**config.mk**
```make
export PLATFORM = sky130hd
export DESIGN_NAME = a2bus_capture
export DESIGN_NICKNAME = d
export VERILOG_FILES = /design/src/rtl/a2bus_capture.sv
export SDC_FILE = /design/constraint.sdc
export NUM_CORES = 1
export LEC_CHECK = 0
export CAP_MARGIN = 20
export CORE_MARGIN = 5
export CORE_UTILIZATION = 50
export DETAILED_ROUTE_END_ITERATION = 8
export DONT_BUFFER_PORTS = 1
export PLACE_DENSITY = 0.68
export REMOVE_ABC_BUFFERS = 1
export SETUP_SLACK_MARGIN = 0.15
export SLEW_MARGIN = 30
export SYNTH_ARGS = -nofsm -noshare
export SYNTH_HDL_FRONTEND = slang
export SYNTH_SLANG_ARGS = --single-unit
```
**constraint.sdc**
```tcl
create_clock -name clk_logic_i -period 4.2 [get_ports clk_logic_i]
set_input_delay 0.42 -clock clk_logic_i [delete_from_list [all_inputs] [get_ports clk_logic_i]]
set_output_delay 0.42 -clock clk_logic_i [all_outputs]
set_load 0.02 [all_outputs]
```
**src/rtl/a2bus_capture.sv**
```systemverilog
`default_nettype none
// ============================================================================
// Module   : a2bus_capture
// Purpose  : Apple II bus sampler with phase counter, programmable sample
//            points, missed-sample accounting and a transaction FIFO.
// Revision : 1.0 - initial release
// ============================================================================
module a2bus_capture #(
    parameter int ADDR_WIDTH  = 16,
    parameter int DATA_WIDTH  = 8,
    parameter int CNT_WIDTH   = 6,
    parameter int FIFO_DEPTH  = 4,
    parameter int SLEEP_COUNT = 63
) (
    input  logic                             clk_logic_i,
    input  logic                             system_reset_n_i,
    input  logic                             phi1_i,
    input  logic [ADDR_WIDTH-1:0]            a2_a_i,
    input  logic [DATA_WIDTH-1:0]            a2_d_i,
    input  logic                             a2_rw_n_i,
    input  logic [CNT_WIDTH-1:0]             cfg_addr_count_i,
    input  logic [CNT_WIDTH-1:0]             cfg_data_count_i,
    input  logic                             clr_i,
    output logic [ADDR_WIDTH-1:0]            addr_o,
    output logic                             rw_n_o,
    output logic [DATA_WIDTH-1:0]            data_o,
    output logic                             addr_strobe_o,
    output logic                             data_strobe_o,
    output logic                             rd_valid_o,
    input  logic                             rd_ready_i,
    output logic [ADDR_WIDTH+DATA_WIDTH:0]   rd_data_o,
    output logic                             overflow_o,
    output logic [7:0]                       miss_count_o,
    output logic                             sleep_o
);

    localparam int                     c_PTR_W    = $clog2(FIFO_DEPTH);
    localparam int                     c_ENTRY_W  = 1 + ADDR_WIDTH + DATA_WIDTH;
    localparam logic [CNT_WIDTH-1:0]   c_CNT_MAX  = '1;
    localparam logic [CNT_WIDTH-1:0]   c_CNT_ONE  = CNT_WIDTH'(1);
    localparam logic [CNT_WIDTH-1:0]   c_SLEEP    = CNT_WIDTH'(SLEEP_COUNT);
    localparam logic [c_PTR_W-1:0]     c_PTR_ONE  = c_PTR_W'(1);
    localparam logic [c_PTR_W:0]       c_LVL_ONE  = (c_PTR_W + 1)'(1);
    localparam logic [c_PTR_W:0]       c_LVL_FULL = (c_PTR_W + 1)'(FIFO_DEPTH);

    logic                    r_phi1_d;
    logic [CNT_WIDTH-1:0]    r_cnt;
    logic                    r_addr_ok;
    logic                    r_data_done;
    logic [c_PTR_W-1:0]      r_wr_ptr;
    logic [c_PTR_W-1:0]      r_rd_ptr;
    logic [c_PTR_W:0]        r_level;
    logic [c_ENTRY_W-1:0]    r_mem [FIFO_DEPTH];

    logic                    w_edge;
    logic                    w_addr_hit;
    logic                    w_data_hit;
    logic                    w_miss_phi1;
    logic                    w_miss_phi0;
    logic                    w_miss;
    logic                    w_push;
    logic                    w_pop;
    logic                    w_full;
    logic                    w_push_ok;
    logic                    w_drop;
    logic [c_ENTRY_W-1:0]    w_entry;

    assign w_edge      = (phi1_i != r_phi1_d);
    assign w_addr_hit  = r_phi1_d  && !w_edge && (r_cnt == cfg_addr_count_i);
    assign w_data_hit  = !r_phi1_d && !w_edge && (r_cnt == cfg_data_count_i);
    // A phase that closes without its sample point being reached is a miss.
    assign w_miss_phi1 = w_edge &&  r_phi1_d && !r_addr_ok;
    assign w_miss_phi0 = w_edge && !r_phi1_d && !r_data_done;
    assign w_miss      = w_miss_phi1 || w_miss_phi0;

    assign w_push      = w_data_hit && r_addr_ok;
    assign w_pop       = rd_valid_o && rd_ready_i;
    assign w_full      = (r_level == c_LVL_FULL);
    assign w_push_ok   = w_push && (!w_full || w_pop);
    assign w_drop      = w_push && w_full && !w_pop;
    assign w_entry     = {rw_n_o, addr_o, a2_d_i};

    assign rd_valid_o  = (r_level != '0);
    assign rd_data_o   = r_mem[r_rd_ptr];
    assign sleep_o     = (r_cnt >= c_SLEEP);

    always_ff @(posedge clk_logic_i) begin
        if (!system_reset_n_i) begin
            r_phi1_d      <= 1'b0;
            r_cnt         <= c_CNT_MAX;
            r_addr_ok     <= 1'b0;
            r_data_done   <= 1'b0;
            addr_o        <= '0;
            rw_n_o        <= 1'b1;
            data_o        <= '0;
            addr_strobe_o <= 1'b0;
            data_strobe_o <= 1'b0;
        end else begin
            r_phi1_d      <= phi1_i;
            addr_strobe_o <= w_addr_hit;
            data_strobe_o <= w_data_hit;

            if (w_edge) begin
                r_cnt <= '0;
            end else if (r_cnt != c_CNT_MAX) begin
                r_cnt <= r_cnt + c_CNT_ONE;
            end

            if (w_addr_hit) begin
                addr_o <= a2_a_i;
                rw_n_o <= a2_rw_n_i;
            end

            // Reads leave the last written data in place.
            if (w_data_hit && !rw_n_o) begin
                data_o <= a2_d_i;
            end

            if (w_addr_hit) begin
                r_addr_ok <= 1'b1;
            end else if (w_data_hit || w_miss_phi0) begin
                r_addr_ok <= 1'b0;
            end

            if (w_edge) begin
                r_data_done <= 1'b0;
            end else if (w_data_hit) begin
                r_data_done <= 1'b1;
            end
        end
    end

    always_ff @(posedge clk_logic_i) begin
        if (!system_reset_n_i) begin
            overflow_o   <= 1'b0;
            miss_count_o <= 8'd0;
        end else begin
            if (w_drop) begin
                overflow_o <= 1'b1;
            end else if (clr_i) begin
                overflow_o <= 1'b0;
            end

            if (clr_i) begin
                miss_count_o <= w_miss ? 8'd1 : 8'd0;
            end else if (w_miss && (miss_count_o != 8'hFF)) begin
                miss_count_o <= miss_count_o + 8'd1;
            end
        end
    end

    always_ff @(posedge clk_logic_i) begin
        if (!system_reset_n_i) begin
            r_wr_ptr <= '0;
            r_rd_ptr <= '0;
            r_level  <= '0;
        end else begin
            if (w_push_ok) begin
                r_wr_ptr <= r_wr_ptr + c_PTR_ONE;
            end
            if (w_pop) begin
                r_rd_ptr <= r_rd_ptr + c_PTR_ONE;
            end
            case ({w_push_ok, w_pop})
                2'b10:   r_level <= r_level + c_LVL_ONE;
                2'b01:   r_level <= r_level - c_LVL_ONE;
                default: r_level <= r_level;
            endcase
        end
    end

    always_ff @(posedge clk_logic_i) begin
        if (system_reset_n_i && w_push_ok) begin
            r_mem[r_wr_ptr] <= w_entry;
        end
    end

endmodule
`default_nettype wire

```
==> qor.csv, run 1 <==
stage,metric,value,unit
status,status,finished clean,
clock_tree,H-tree levels,4,
worst_setup_path,crit path from,r_cnt[5],
final_layout,area growth from synthesis to layout,12.8,%
pwr,P_int,2630,µW
global_route,gr ovfl total,0,
timing,Worst Skew,10.9,ps
clock_tree,clock root buffer master,clkbuf_16,
place,Port Buffers,0,
timing,Tmin final,2490,ps
worst_setup_path,startpoint types,flop,
global_route,initial antenna violation count,0,
place,routability congestion estimate,0.831,
detailed_routing,via count,3177,
global_route,GRT Total Usage,16.1,%
timing,endpoints failing setup,0,
synth,"EDFF count, synth",100,
synth,Synth area leader,edfxtp_1,
pwr,Net Sw Power,608,µW
detailed_routing,WL final,11.0,mm
worst_setup_path,crit end category,flop,
synth,Cell variety after synth,43,
pwr,PwrDens,474,nW/µm²
synth,ys flop type,edfxtp_1,
final_layout,"commonest non-fill, non-tap cells in the layout","100 x edfxtp_1, 53 x dfxtp_1, 40 x nor2_1",
clock_tree,clk slew on worst S/H paths,60,ps
pwr,Combinational Power Share,2.3,%
clock_tree,clk buf depth,2,
clock_tree,clk sink count,154,
timing,Slew headroom,50.2,%
die,Core Region,12000,µm²
hold_path,worst hold path class,in -> reg,
worst_setup_path,crit path kind,reg -> reg,
timing,Final Hold Violating Endpoints,0,
timing,period utilization,59.4,%
final_layout,layout cells sized above 1,15.9,%
worst_setup_path,Critical R2R Launch,r_cnt[5],
die,die footprint,14400,µm²
clock_tree,Resized cells post-CTS,0,
worst_setup_path,Reg-to-Reg End,r_mem[1][16],
die,number of top-level pins,105,
timing,Fin Setup TNS,0,ps
pwr,sequential share of power,50.2,%
global_route,global-route wire length before repair,17.6,mm
place,Setup WS pre-CTS,1580,ps
detailed_routing,Vias/cell,5.65,
die,Initial Utilization,50.6,%
synth,Yosys reg bits,154,
pwr,peak supply drop,0.000242,V
final_layout,Non-Filler Instances,562,
worst_setup_path,worst reg-to-reg setup slack,1710,ps
clock_tree,clock buffer count from CTS,17,
timing,worst slew pin tran,736,ps
synth,syn avg cell area,15.5,µm²
pwr,Switching Share,18.8,%
synth,ranking of synthesized cells by area,"edfxtp_1 50%, dfxtp_1 18%, mux4_2 9.3%",
timing,unrepaired setup endpoints after global routing,false,
synth,Synth Instances,391,
synth,"Cell Area, Synth",6050,µm²
final_layout,nets,454,
final_layout,Finished Cell Area,6830,µm²
synth,Synth top area share,49.6,%
hold_path,hold path start,system_reset_n_i,
run,max cap viols,0,
worst_setup_path,CP max FO,20,
synth,post-synthesis sequential area ratio,67.5,%
clock_tree,CTS Hold Bufs,0,
pwr,clock power share,47.5,%
detailed_routing,Residual DRC,0,
place,placed cell areas,6230,µm²
detailed_routing,WL/cell,19.6,µm
worst_setup_path,"Req. time, crit path",4280,ps
pwr,Design Power,3240,µW
die,Die W,120,µm
die,cell row count,40,
detailed_routing,antenna-violating nets left,0,
detailed_routing,Initial DRC Count,238,
clock_tree,CTS tree,done,
global_route,vias in the first global route,3297,
die,Die Height,120,µm
clock_tree,postcts setup bufs,0,
worst_setup_path,Critical Path AT,2570,ps
worst_setup_path,Setup crit end,r_mem[1][16],
synth,Async SR Flop Fraction,0,%
detailed_routing,Pre-antenna DRT Iters,4,
timing,FMAX,401,MHz
final_layout,"most common cell after layout, fill and taps aside",edfxtp_1,
timing,Max Slew Vio Count,0,
worst_setup_path,cell count of the worst reg-to-reg path,6,
timing,final setup margin,1710,ps
global_route,largest net degree at the start of global routing,35,
synth,Synth warnings,0,
clock_tree,clk_lat worst skew,410,ps
place,placed cells,529,
place,Detail Placement HPWL,7.04,mm
pwr,leakage,0.00217,µW
[worst max-delay path, stage by stage, from the launching register on]
cell and delay, ps:
dfxtp_1 440, xor2_1 130, nor4b_2 350, nand2_2 140
nor3_1 370, and2_1 360, buf_4 360
[per-stage QoR]
stage	util, %	hold WS (ps)
CTS	57.1	48.1
detailed placement	52.1	485
global placement	52.0	474
floorplan	-	452
global route	57.1	50.4
finish	57.1	72.6
[cell usage after synthesis (all sizes together), types with 3 or more instances]
cell and n:
dfxtp 54, nor4b 3, buf 6, nand2 16, nand4 4, mux4 25, a21oi 4, nor3b 3
nor2 40, mux2i 33, clkbuf 10, and3 3, o21ai 11, nand3 5, xnor2 15, inv 9
xor2 6, and2 7, edfxtp 100, nor3 8, ha 10
[worst min path at each step]
| stage | to | cells past startpoint | slack (ps) |
|---|---|---|---|
| after global routing | rw_n_o | 1 | 50 |
| after floorplan | r_level[2] | 2 | 450 |
| after detailed placement | r_data_done | 2 | 480 |
| final | rw_n_o | 1 | 70 |
| after global placement | r_level[2] | 2 | 470 |
| after CTS | rw_n_o | 1 | 50 |
[logic make-up after synthesis]
group / synth area share, %
DFF: 67.5
and+or+nand+nor: 8.58
muxes: 14.8
buffers and inverters: 1.94
xor gates and xnor gates: 3.04
AOI/OAI and AO/OA: 1.84
adders and majority gates: 2.40
[power by group through the flow]
stage / clock, µW / sequential [µW] / combinational, µW
final: 1540 / 1630 / 73.7
after global routing: 1640 / 1630 / 81.3
after detailed placement: 0 / 1660 / 74.2
after CTS: 1580 / 1630 / 74.5
after global placement: 0 / 1660 / 72.0
after floorplan: 0 / 1650 / 59.0
[sequential cells by signal (all words and copies together), names as in the netlist, named ones only]
register       cells
rw_n_o             1
addr_strobe_o      1
data_o             8
r_rd_ptr           2
r_data_done        1
r_addr_ok          1
overflow_o         1
r_mem            100
r_wr_ptr           2
r_cnt              6
miss_count_o       8
r_phi1_d           1
data_strobe_o      1
r_level            3
addr_o            16
[metal layers]
| layer | GRT usage [%] | up-vias | wire length, µm |
|---|---|---|---|
| li1 | - | 1473 | - |
| met1 | 19.4 | 1590 | 4740 |
| met2 | 25.8 | 105 | 5320 |
| met3 | 7.35 | 9 | 862 |
| met4 | 5.37 | 0 | 79 |
| met5 | 0 | - | 0 |
[cell type report]
| type | instances | area, µm² |
|---|---|---|
| Sequential cell | 154 | 4090 |
| Timing Repair Buffer | 7 | 52.6 |
| Multi-Input combinational cell | 211 | 1870 |
| Antenna cell | 1 | 2.50 |
| Inverter | 10 | 37.5 |
| Tap cell | 147 | 184 |
| Clock buffer | 23 | 448 |
| Fill cell | 939 | 5130 |
| Clock inverter | 9 | 148 |
No activity file was read; power rests on OpenSTA's default activity.
==> run 2: changes to the inputs <==
==> constraint.sdc (replaced) <==
create_clock -name clk_logic_i -period 2.5 [get_ports clk_logic_i]
set_input_delay 0.25 -clock clk_logic_i [delete_from_list [all_inputs] [get_ports clk_logic_i]]
set_output_delay 0.25 -clock clk_logic_i [all_outputs]
set_load 0.02 [all_outputs]
==> run 2 against run 1 <==
Net effect:
- cell area grew 5.6%
- critical endpoint is now rw_n_o
- clock-buffer cell count shrank 4
- first-iteration DRC count shrank 22%
- wire length grew 6.5%
- largest power group unchanged
- largest cell class unchanged
==> qor.csv, run 2 (synthesis gave the netlist of run 1 again) <==
stage,metric,value,unit
status,status,finished clean,
final_layout,layout cells sized above 1,18.2,%
timing,Fin Setup TNS,0,ps
clock_tree,clk buf depth,2,
clock_tree,clk slew on worst S/H paths,60,ps
die,Initial Utilization,50.6,%
final_layout,area growth from synthesis to layout,19.1,%
die,Core Region,12000,µm²
pwr,PwrDens,776,nW/µm²
final_layout,fin util,60.3,%
timing,Max Slew Vio Count,0,
final_layout,max reg flops,100,
detailed_routing,Initial DRC Count,186,
global_route,gr ovfl total,0,
pwr,Design Power,5600,µW
die,cell row count,40,
final_layout,n_diodes,0,
worst_setup_path,worst-path cell chain,xnor2_1 > nand4_1 > nor3b_2 > buf_6 > mux2i_1 > nand2_1 > dlygate4sd3_1,
place,routability congestion estimate,0.867,
detailed_routing,WL final,11.7,mm
die,Die Height,120,µm
worst_setup_path,CP max-delay cell,dlygate4sd3_1,
pwr,Combinational Power Share,3.0,%
clock_tree,H-tree levels,4,
clock_tree,clock root buffer master,clkbuf_16,
worst_setup_path,"Largest stage delay, worst path",560,ps
place,Detail Placement HPWL,7.75,mm
die,Die W,120,µm
clock_tree,clock buffer count from CTS,17,
timing,unrepaired setup endpoints after global routing,false,
clock_tree,CTS tree,done,
global_route,global-route wire length before repair,18.5,mm
place,Port Buffers,0,
clock_tree,postcts setup bufs,0,
timing,Slew headroom,54.7,%
pwr,P_int,4490,µW
timing,Worst Skew,5.77,ps
pwr,sequential share of power,48.8,%
timing,endpoints failing setup,0,
timing,worst slew pin tran,673,ps
detailed_routing,Residual DRC,0,
detailed_routing,via count,3295,
pwr,Switching Share,19.8,%
detailed_routing,Pre-antenna DRT Iters,4,
pwr,clock power share,48.2,%
final_layout,largest register by flop count,r_mem,
clock_tree,clk sink count,154,
worst_setup_path,worst reg-to-reg setup slack,280,ps
timing,FMAX,449,MHz
worst_setup_path,"Req. time, crit path",2800,ps
clock_tree,clk_lat worst skew,410,ps
run,max cap viols,0,
worst_setup_path,Critical Path AT,2530,ps
die,number of top-level pins,105,
final_layout,"most common cell after layout, fill and taps aside",edfxtp_1,
timing,Tmin final,2220,ps
global_route,GRT Total Usage,17.1,%
worst_setup_path,CP max FO,18,
global_route,vias in the first global route,3480,
global_route,largest net degree at the start of global routing,35,
worst_setup_path,crit path kind,reg -> reg,
detailed_routing,Vias/cell,5.57,
pwr,Net Sw Power,1110,µW
detailed_routing,antenna-violating nets left,0,
final_layout,top flop regs,"r_mem (100), addr_o (16)",
final_layout,"commonest non-fill, non-tap cells in the layout","100 x edfxtp_1, 52 x dfxtp_1, 40 x nor2_1",
hold_path,worst hold path class,in -> reg,
pwr,leakage,0.00239,µW
global_route,initial antenna violation count,0,
detailed_routing,WL/cell,19.8,µm
worst_setup_path,startpoint types,flop,
pwr,peak supply drop,0.000458,V
timing,Final Hold Violating Endpoints,0,
timing,final hold slack,18.0,ps
worst_setup_path,crit end category,flop,
die,die footprint,14400,µm²
final_layout,fillers,885,
timing,period utilization,89.0,%
final_layout,nets,485,
-- run 2: changes by cell type in the layout (fill, tap and decap cells not counted), moves of 2 or more --
| cell | before | now |
|---|---|---|
| and2_2 | 0 | 2 |
| and2_1 | 6 | 4 |
| clkbuf_1 | 6 | 1 |
| inv_6 | 0 | 3 |
| dlygate4sd3_1 | 0 | 25 |
| dfxtp_2 | 0 | 2 |
| buf_12 | 0 | 4 |
-- run 2: worst max-delay path: cells and delay by family (launching register included) --
| kind | cells | cell delay, ps |
|---|---|---|
| xor+xnor | 1 | 190 |
| flops | 1 | 450 |
| mux | 1 | 220 |
| buf+inv | 2 | 840 |
| simple gates | 3 | 400 |
-- run 2: stage by stage --
step,instances,setup WS (ps),instance area (µm²)
after floorplan,375,-540,5970
after global placement,535,263,6320
after detailed placement,535,219,6320
after CTS,592,164,7200
after global routing,592,169,7210
final,592,275,7210
-- run 2: worst paths after layout --
kind         cells after the start         from     endpoint
max                              7     r_cnt[0]       rw_n_o
min reg2reg                      2  r_data_done  r_data_done
min                              2   a2_a_i[10]   addr_o[10]
max reg2reg                      7     r_cnt[0]       rw_n_o
-- run 2: cell type report --
| cell class | instances | area, µm² | share of cell area (%) |
|---|---|---|---|
| flip-flops and latches | 154 | 4090 | 56.7 |
| clock buffers | 19 | 443 | 6.14 |
| clock inverters | 13 | 189 | 2.62 |
| repair buffers | 38 | 402 | 5.57 |
| inverters | 10 | 37.5 | 0.520 |
| well taps | 147 | 184 | 2.55 |
| multi-input cells | 211 | 1870 | 25.9 |
-- run 2: power groups by stage --
stage               clock network (µW)  registers, µW  logic, µW
floorplan                            0           2780       99.1
global placement                     0           2780        122
detailed placement                   0           2780        126
CTS                               2750           2730        168
global route                      2860           2730        187
finish                            2700           2730        169
-- run 2: what timing repair did --
action	in CTS	in global routing
hold buffers	25	0
endpoints found under the setup margin	0	94
resized for setup	0	5
endpoints found under the hold margin	67	0
-- run 2: routing by layer --
layer  global-route usage (%)  vias to the layer above  share of wire [%]
li1                         -                     1539                  -
met1                     19.0                     1635                 40
met2                     29.2                      108                 51
met3                     7.30                       13                7.3
met4                     6.30                        0                1.3
met5                        0                        -                  0
==> run 3: changes to the inputs <==
--- a/config.mk
+++ b/config.mk
@@ -13,7 +13,7 @@
 export PLACE_DENSITY = 0.68
 export REMOVE_ABC_BUFFERS = 1
 export SETUP_SLACK_MARGIN = 0.15
-export SLEW_MARGIN = 30
+export SLEW_MARGIN = 15
 export SYNTH_ARGS = -nofsm -noshare
 export SYNTH_HDL_FRONTEND = slang
 export SYNTH_SLANG_ARGS = --single-unit
==> results of run 3 <==
Same layout as run 2: the final DEF is identical, and so are final timing and power.
